**src/rtl/sub_bytes_engine.sv**
```systemverilog
// ---------------------------------------------------------------------------
// sub_bytes_engine
//
// Sequential forward AES SubBytes unit. A 128-bit state is captured on a start
// pulse and substituted LANES bytes per clock through computed S-box lanes
// (GF(2^8) multiplicative inverse followed by the AES affine transform). The
// finished state is published on data_out together with a one-cycle done
// pulse. NB = 16/LANES substitution cycles per operation.
//
// Optional feature macro: SUB_BYTES_INV_EN
//   When defined, an extra input inv_sel selects the inverse S-box
//   (inverse affine followed by the GF(2^8) inverse) for the whole operation.
//   When undefined, only forward substitution exists and there is no inv_sel.
//
// Parameters
//   LANES  S-box lanes in parallel (1, 2, 4, 8 or 16)
//   CNT_W  batch counter width, 2**CNT_W >= 16/LANES
//
// Ports
//   clk       in   1    rising-edge clock
//   n_rst     in   1    asynchronous active-low reset
//   start     in   1    operation request, honoured in IDLE and DONE
//   data_in   in   128  input state, byte 0 = data_in[127:120]
//   inv_sel   in   1    (SUB_BYTES_INV_EN only) 1 = inverse S-box
//   busy      out  1    high while substitution batches are running
//   done      out  1    one-cycle completion pulse
//   data_out  out  128  last completed result, same byte ordering
// ---------------------------------------------------------------------------
module sub_bytes_engine #(
  parameter int LANES = 1,
  parameter int CNT_W = 4
) (
  input  logic         clk,
  input  logic         n_rst,
  input  logic         start,
  input  logic [127:0] data_in,
`ifdef SUB_BYTES_INV_EN
  input  logic         inv_sel,
`endif
  output logic         busy,
  output logic         done,
  output logic [127:0] data_out
);

  localparam int               NB       = 16 / LANES;
  localparam logic [CNT_W-1:0] LAST_CNT = CNT_W'(NB - 1);

  typedef enum logic [1:0] {
    IDLE = 2'd0,
    RUN  = 2'd1,
    DONE = 2'd2
  } state_t;

  state_t           r_state;
  state_t           w_next;
  logic [127:0]     r_work;
  logic [127:0]     r_data_out;
  logic [127:0]     w_work_next;
  logic [CNT_W-1:0] r_cnt;
  logic             r_busy;
  logic             r_done;
  logic             w_accept;
  logic             w_last;
  logic [7:0]       w_in_bytes  [16];
  logic [7:0]       w_out_bytes [16];
`ifdef SUB_BYTES_INV_EN
  logic             r_inv;
`endif

  // -------------------------------------------------------------------------
  // GF(2^8) arithmetic modulo x^8 + x^4 + x^3 + x + 1 (0x11B)
  // -------------------------------------------------------------------------
  function automatic logic [7:0] xtime(input logic [7:0] a);
    return {a[6:0], 1'b0} ^ (a[7] ? 8'h1b : 8'h00);
  endfunction

  function automatic logic [7:0] gf_mul(input logic [7:0] a, input logic [7:0] b);
    logic [7:0] p;
    logic [7:0] t;
    p = 8'h00;
    t = a;
    for (int i = 0; i < 8; i++) begin
      if (b[i]) p = p ^ t;
      t = xtime(t);
    end
    return p;
  endfunction

  // x^-1 = x^254 = x^2 * x^4 * ... * x^128; this also maps 0 to 0 as required.
  function automatic logic [7:0] gf_inv(input logic [7:0] x);
    logic [7:0] sq;
    logic [7:0] acc;
    sq  = x;
    acc = 8'h01;
    for (int i = 0; i < 7; i++) begin
      sq  = gf_mul(sq, sq);
      acc = gf_mul(acc, sq);
    end
    return acc;
  endfunction

  // b = x ^ rotl1(x) ^ rotl2(x) ^ rotl3(x) ^ rotl4(x) ^ 0x63
  function automatic logic [7:0] affine(input logic [7:0] x);
    return x ^ {x[6:0], x[7]} ^ {x[5:0], x[7:6]} ^ {x[4:0], x[7:5]}
             ^ {x[3:0], x[7:4]} ^ 8'h63;
  endfunction

  function automatic logic [7:0] fwd_sbox(input logic [7:0] x);
    return affine(gf_inv(x));
  endfunction

`ifdef SUB_BYTES_INV_EN
  // Inverse of the affine map: rotl1 ^ rotl3 ^ rotl6 ^ 0x05
  function automatic logic [7:0] inv_affine(input logic [7:0] x);
    return {x[6:0], x[7]} ^ {x[4:0], x[7:5]} ^ {x[1:0], x[7:2]} ^ 8'h05;
  endfunction

  function automatic logic [7:0] inv_sbox(input logic [7:0] x);
    return gf_inv(inv_affine(x));
  endfunction
`endif

  // -------------------------------------------------------------------------
  // Control: next-state logic
  // -------------------------------------------------------------------------
  assign w_last   = (r_state == RUN) && (r_cnt == LAST_CNT);
  // A new operation may be captured from IDLE or directly from DONE.
  assign w_accept = (r_state != RUN) && start;

  always_comb begin
    w_next = r_state;
    case (r_state)
      IDLE:    if (start) w_next = RUN;
      RUN:     if (w_last) w_next = DONE;
      DONE:    w_next = start ? RUN : IDLE;
      default: w_next = IDLE;
    endcase
  end

  // -------------------------------------------------------------------------
  // Datapath: substitute the current batch of LANES bytes
  // -------------------------------------------------------------------------
  always_comb begin
    int idx;
    idx         = 0;
    w_work_next = '0;
    for (int b = 0; b < 16; b++) begin
      w_in_bytes[b] = r_work[127 - 8*b -: 8];
    end
    w_out_bytes = w_in_bytes;
    for (int l = 0; l < LANES; l++) begin
      idx = int'(r_cnt) * LANES + l;
      // The counter can exceed NB-1 only when CNT_W is wider than needed and
      // the machine is not running; never index past byte 15.
      if (idx < 16) begin
`ifdef SUB_BYTES_INV_EN
        w_out_bytes[idx[3:0]] = r_inv ? inv_sbox(w_in_bytes[idx[3:0]])
                                      : fwd_sbox(w_in_bytes[idx[3:0]]);
`else
        w_out_bytes[idx[3:0]] = fwd_sbox(w_in_bytes[idx[3:0]]);
`endif
      end
    end
    for (int b = 0; b < 16; b++) begin
      w_work_next[127 - 8*b -: 8] = w_out_bytes[b];
    end
  end

  // -------------------------------------------------------------------------
  // State, working register and output registers
  // -------------------------------------------------------------------------
  always_ff @(posedge clk or negedge n_rst) begin
    if (!n_rst) begin
      r_state    <= IDLE;
      r_busy     <= 1'b0;
      r_done     <= 1'b0;
      r_cnt      <= '0;
      r_work     <= '0;
      r_data_out <= '0;
    end else begin
      r_state <= w_next;
      // Registered from next state so busy/done have no path from start.
      r_busy  <= (w_next == RUN);
      r_done  <= (w_next == DONE);
      if (w_accept) begin
        r_work <= data_in;
        r_cnt  <= '0;
      end else if (r_state == RUN) begin
        r_work <= w_work_next;
        r_cnt  <= r_cnt + CNT_W'(1);
      end
      // data_out only ever changes to a complete result.
      if (w_last) r_data_out <= w_work_next;
    end
  end

`ifdef SUB_BYTES_INV_EN
  always_ff @(posedge clk or negedge n_rst) begin
    if (!n_rst) begin
      r_inv <= 1'b0;
    end else if (w_accept) begin
      r_inv <= inv_sel;
    end
  end
`endif

  assign busy     = r_busy;
  assign done     = r_done;
  assign data_out = r_data_out;

endmodule

```
**config.mk**
```make
export PLATFORM = sky130hd
export DESIGN_NAME = sub_bytes_engine
export DESIGN_NICKNAME = d
export VERILOG_FILES = /design/src/rtl/sub_bytes_engine.sv
export SDC_FILE = /design/constraint.sdc
export NUM_CORES = 1
export LEC_CHECK = 0
export ABC_AREA = 1
export BUFFER_PORTS_ARGS = -buffer_cell sky130_fd_sc_hd__buf_2
export CAP_MARGIN = 10
export CORE_MARGIN = 2
export CORE_UTILIZATION = 40
export DETAILED_ROUTE_END_ITERATION = 7
export PLACE_DENSITY_LB_ADDON = 0.08
export SKIP_CTS_REPAIR_TIMING = 1
export SYNTH_ARGS = -nofsm -noshare
export SYNTH_HDL_FRONTEND = slang
export SYNTH_SLANG_ARGS = --single-unit
```
**constraint.sdc**
```tcl
create_clock -name clk -period 22.7 [get_ports clk]
set_clock_uncertainty 0.05 [all_clocks]
set_input_delay 0 -clock clk [delete_from_list [all_inputs] [get_ports clk]]
set_output_delay 0 -clock clk [all_outputs]
set_load 0.01 [all_outputs]
```
==> results of run 1 <==
==> flip-flops by register name, summed over array words and instances, names as in the netlist <==
name,cells
busy,1
data_out,128
done,1
r_cnt,4
r_state,2
r_work,128
==> layer usage <==
layer / vias to the layer above / global-route usage [%] / wire length, um
met5: - / 0 / 46
met4: 8 / 8.67 / 4020
met3: 191 / 5.34 / 10300
met2: 1436 / 47.7 / 60100
met1: 17979 / 42.4 / 60300
li1: 19558 / - / -
==> cells in the final DEF, fill, tap and decap left out, types with 125 or more instances in the layout <==
cell type	Yosys	routed
nand2_1	2669	2669
buf_2	71	259
nand2_2	175	175
dlygate4sd3_1	0	139
dfrtp_1	264	263
inv_2	125	125
nand3_1	1091	1091
inv_1	646	644
nor2_1	267	265
o21ai_0	147	147
==> area by class of cell <==
class | instances | area, um2 | area share [%]
tap | 1070 | 1340 | 3.58
inverter | 789 | 2970 | 7.96
sequential | 264 | 6610 | 17.7
clock inverter | 13 | 115 | 0.308
clock buffer | 46 | 967 | 2.59
timing repair buffer | 428 | 2930 | 7.85
antenna | 4 | 10.0 | 0.0268
multi-input combinational | 4841 | 22400 | 60.0
==> critical path, delay by kind of cell (launching register included) <==
family / cells / cell delay, ns
AND/OR/NAND/NOR: 84 / 12.54
flip-flops: 1 / 0.40
adder cells (fa/ha/maj): 1 / 0.47
XOR/XNOR: 4 / 0.91
AO/OA/AOI/OAI: 1 / 0.06
buffers and inverters: 14 / 5.19
==> metrics by stage <==
step / area [um2] / setup WS (ns) / utilization [%]
after CTS: 35900 / 3.64 / 43.8
after floorplan: 33200 / 9.80 / -
after global routing: 37300 / 1.20 / 45.5
after detailed placement: 34900 / 3.70 / 42.5
final: 37400 / 2.91 / 45.5
after global placement: 34900 / 3.64 / 42.5
==> how the worst min path moves through the flow <==
| stage | endpoint | slack, ns | cells past startpoint |
|---|---|---|---|
| floorplan | busy$_DFF_PN0_ | -0.35 | 0 |
| global placement | data_out[6]$_DFFE_PN0P_ | 0.07 | 1 |
| detailed placement | data_out[6]$_DFFE_PN0P_ | 0.07 | 1 |
| CTS | data_out[6]$_DFFE_PN0P_ | -0.52 | 1 |
| global route | data_out[9]$_DFFE_PN0P_ | 0.12 | 2 |
| finish | data_out[6]$_DFFE_PN0P_ | 0.02 | 2 |
==> kinds of logic (layout without fill, tap and decap cells) <==
family | Yosys count | in the layout | share of synthesized area (%)
xor gates and xnor gates | 201 | 201 | 5.88
DFF | 264 | 264 | 19.9
other | 0 | 4 | 0
AOI/OAI and AO/OA | 247 | 247 | 4.03
buffers and inverters | 990 | 1276 | 12.6
adders and majority gates | 11 | 11 | 0.415
muxes | 1 | 1 | 0.0302
and+or+nand+nor | 4381 | 4381 | 57.1
==> impl_metrics.csv, run 1 <==
group,metric,value,unit
outcome,outcome,"completed",
sta,fmax,0.0505,GHz
sta,min_period,19.79,ns
grt,first_global_vias,34903,
grt,grt_pass1_wl,205000,um
synthesis,syn_inst,6095,
synthesis,synth_top_flop_cell,"dfrtp_1",
layout,fill_cells,9009,
synthesis,ys_top_cells_by_count,"nand2_1 (2669), nand3_1 (1091), inv_1 (646), nor2_1 (267), dfrtp_1 (264)",
floorplan,io-pin-count,261,
clocking,h-tree-depth,2,
setup_path,cp_max_fo,43,
clocking,cts_sinks,264,
clocking,clk_latency,0.56,ns
flow_run,drv_cap,0,
synthesis,syn_nets,6237,
floorplan,start_util,40.4,%
setup_path,path_common_cell,"nand2_1",
floorplan,num_rows,105,
setup_path,rr_worst_depth,104,
routing,first_pass_iters,6,
setup_path,r2r_setup_slack,2.91,ns
grt,grtUsageTotal,30.3,%
setup_path,crit_start,"r_cnt[0]$_DFFE_PN0P_",
setup_path,cp-start-kind,"register",
synthesis,seq_area_frac_synth,19.9,%
setup_path,endpoint_kind,"register",
sta,fin_crit_sh,87.2,%
synthesis,ys_types,47,
sta,final_max_slew_viol_count,0,
routing,ant_nets,0,
routing,wl_per_cell,18.1,um
placement,dp_cells,7253,
synthesis,yosysMostFrequentCell,"nand2_1",
layout,nets,6500,
sta,rsz0062_at_grt,"false",
synthesis,synthArstFlopShare,100,%
placement,hpwl,98600,um
clocking,cts_buffers,34,
setup_path,slowest_delay,0.68,ns
sta,worst_pin_slew,1.15,ns
floorplan,die_area,85300,um2
sta,fin_tns_setup,0,ns
grt,grt_max_degree,160,
floorplan,fp.dieH,292,um
synthesis,yosysTopAreaCell,"nand2_1",
clocking,cts_tree,"built",
setup_path,timing.rr.start,"r_cnt[0]$_DFFE_PN0P_",
floorplan,die_w,292,um
sta,whs,0.0168,ns
routing,drt_iter0_markers,3720,
min_path,hp-class,"input port to async pin",
setup_path,crit_end,"r_work[8]$_DFFE_PN0P_",
routing,vias,39172,
synthesis,yosysTopAreaCellShare,30.2,%
synthesis,synth.area.top_cells,"nand2_1 (30%), dfrtp_1 (20%), nand3_1 (16%), inv_1 (7.3%), nand2_2 (3.3%)",
routing,totalWireLength,135000,um
clocking,clk_pin_slew,0.06,ns
sta,slew-limit-headroom,22.7,%
setup_path,arrival,20.22,ns
grt,antenna_found_initial,8,
clocking,clockBufferDepth,3,
synthesis,ys_ff_latch,264,
synthesis,synth_area,33200,um2
synthesis,synth-edff-count,0,
setup_path,slowest_stage,"inv_2",
routing,drcViolationCount,0,
floorplan,coreArea,82100,um2
synthesis,synth_area_per_cell,5.45,um2
routing,vias_per_cell,5.25,
synthesis,ys_warn_count,0,
placement,gp_congestion,0.950,
layout,layout-drive-gt1-share,11.5,%
setup_path,reg2reg_to,"r_work[8]$_DFFE_PN0P_",
layout,area_delta_synth_final,12.5,%
sta,setup_viol,0,
placement,numPortBuffers,260,
layout,final_cells,7455,
grt,grt-ovfl-total,0,
sta,hold_violations,0,
setup_path,worstPathRequired,23.13,ns
clocking,clockRootBuffer,"clkbuf_16",
setup_path,criticalPathCategory,"register to register",
Power of run 1 is not shown: default switching activity piles up to over one toggle a cycle in this logic, so the estimate is an artifact.
==> run 2, diff against run 1 <==
Settings changed: CTS_BUF_LIST set to sky130_fd_sc_hd__clkbuf_8.
==> impl_metrics.csv, run 2 (synthesized netlist as in run 1, its figures left out) <==
group,metric,value,unit
grt,antenna_found_initial,9,
routing,vias_per_cell,5.25,
placement,dp_slack,3.70,ns
sta,fmax,0.0504,GHz
setup_path,cp-start-kind,"register",
setup_path,cp.depth,104,
sta,final_max_slew_viol_count,0,
clocking,cts_buffers,50,
sta,setup_ws,2.86,ns
layout,final_cells,7482,
routing,drt_iter0_markers,3741,
floorplan,start_util,40.4,%
sta,min_period,19.84,ns
setup_path,criticalPathCategory,"register to register",
outcome,violations,"negative hold slack",
setup_path,critPathBufInv,14,
setup_path,slowest_delay,0.68,ns
clocking,clockRootBuffer,"clkbuf_8",
floorplan,num_rows,105,
sta,hold_violations,39,
clocking,cts_tree,"built",
setup_path,path_common_cell,"nand2_1",
setup_path,arrival,20.38,ns
routing,drcViolationCount,0,
grt,grtUsageTotal,30.3,%
routing,ant_nets,0,
clocking,clockBufferDepth,3,
grt,grt_max_degree,160,
setup_path,crit_family,"simple AND/OR/NAND/NOR gates",
grt,grt-ovfl-total,0,
sta,worst_pin_slew,1.09,ns
sta,fin_tns_setup,0,ns
layout,layout-drive-gt1-share,11.7,%
setup_path,crit_start,"r_cnt[0]$_DFFE_PN0P_",
grt,first_global_vias,35026,
routing,first_pass_iters,5,
setup_path,timing.rr.start,"r_cnt[0]$_DFFE_PN0P_",
routing,totalWireLength,135000,um
routing,wl_per_cell,18.1,um
setup_path,slowest_stage,"inv_2",
grt,grt_pass1_wl,206000,um
clocking,cts_sinks,264,
layout,nets,6516,
grt,top_usage_layer,"met2",
layout,fill_cells,9061,
min_path,hp-class,"input port to async pin",
placement,hpwl,98600,um
setup_path,endpoint_kind,"register",
layout,mostFrequentLayoutCells,"nand2_1 (2669), nand3_1 (1091), inv_1 (661)",
setup_path,rr_worst_depth,104,
sta,setup_viol,0,
layout,final_common_cell,"nand2_1",
clocking,clk_pin_slew,0.06,ns
floorplan,die_area,85300,um2
placement,gp_congestion,0.950,
outcome,outcome,"complete, but fails checks",
sta,slew-limit-headroom,27.7,%
routing,vias,39314,
floorplan,fp.dieH,292,um
grt,use_met3,4.96,%
grt,grt.met2_usage,47.9,%
sta,whs,-0.118,ns
grt,grt_use_met1,42.5,%
floorplan,die_w,292,um
flow_run,drv_cap,0,
setup_path,worstPathRequired,23.25,ns
placement,dp_cells,7253,
sta,fin_crit_sh,87.4,%
sta,rsz0062_at_grt,"false",
floorplan,io-pin-count,261,
layout,final_util,45.5,%
placement,numPortBuffers,260,
setup_path,cp_max_fo,43,
layout,area_delta_synth_final,12.4,%
clocking,h-tree-depth,2,
floorplan,coreArea,82100,um2
clocking,clk_latency,0.67,ns
==> run 2: path summary, 6_finish.rpt <==
check / to / slack (ns)
worst max register to register: r_work[8]$_DFFE_PN0P_ / 2.86
worst min-delay path: data_out[6]$_DFFE_PN0P_ / -0.12
max in group asynchronous: r_work[62]$_DFFE_PN0P_ / 21.26
worst min register to register: data_out[44]$_DFFE_PN0P_ / 0.42
min in group clk: r_work[5]$_DFFE_PN0P_ / 0.09
worst max-delay path: r_work[8]$_DFFE_PN0P_ / 2.86
==> run 2: routing by layer <==
metal	wire length, um	vias up
met5	80	-
met4	3900	14
met3	9720	202
met2	60100	1459
met1	61300	18048
li1	-	19591
==> run 2: worst register-to-register path, delay by kind of cell, from the launching register on <==
family	cells	cell delay, ns
compound gates	1	0.07
xor+xnor	4	0.92
fa+ha+maj	1	0.48
buf+inv	14	5.22
flops	1	0.40
simple gates	84	12.66
==> run 2: final cells by class <==
| class | instances | area (um2) | share of cell area [%] |
|---|---|---|---|
| Inverter | 789 | 2970 | 7.96 |
| Timing Repair Buffer | 428 | 2930 | 7.86 |
| Clock buffer | 63 | 867 | 2.32 |
| Antenna cell | 3 | 7.51 | 0.0201 |
| Clock inverter | 24 | 191 | 0.513 |
| Sequential cell | 264 | 6610 | 17.7 |
| Multi-Input combinational cell | 4841 | 22400 | 60.0 |
| Tap cell | 1070 | 1340 | 3.59 |
==> run 2: through the flow <==
step	instance area (um2)	hold slack [ns]
5_1_grt	37300	-0.00527
4_1_cts	35900	-0.645
3_3_place_gp	34900	0.0704
6_report	37300	-0.118
3_5_place_dp	34900	0.0669
2_1_floorplan	33200	-0.346
Power of run 2 is left out for the same reason.
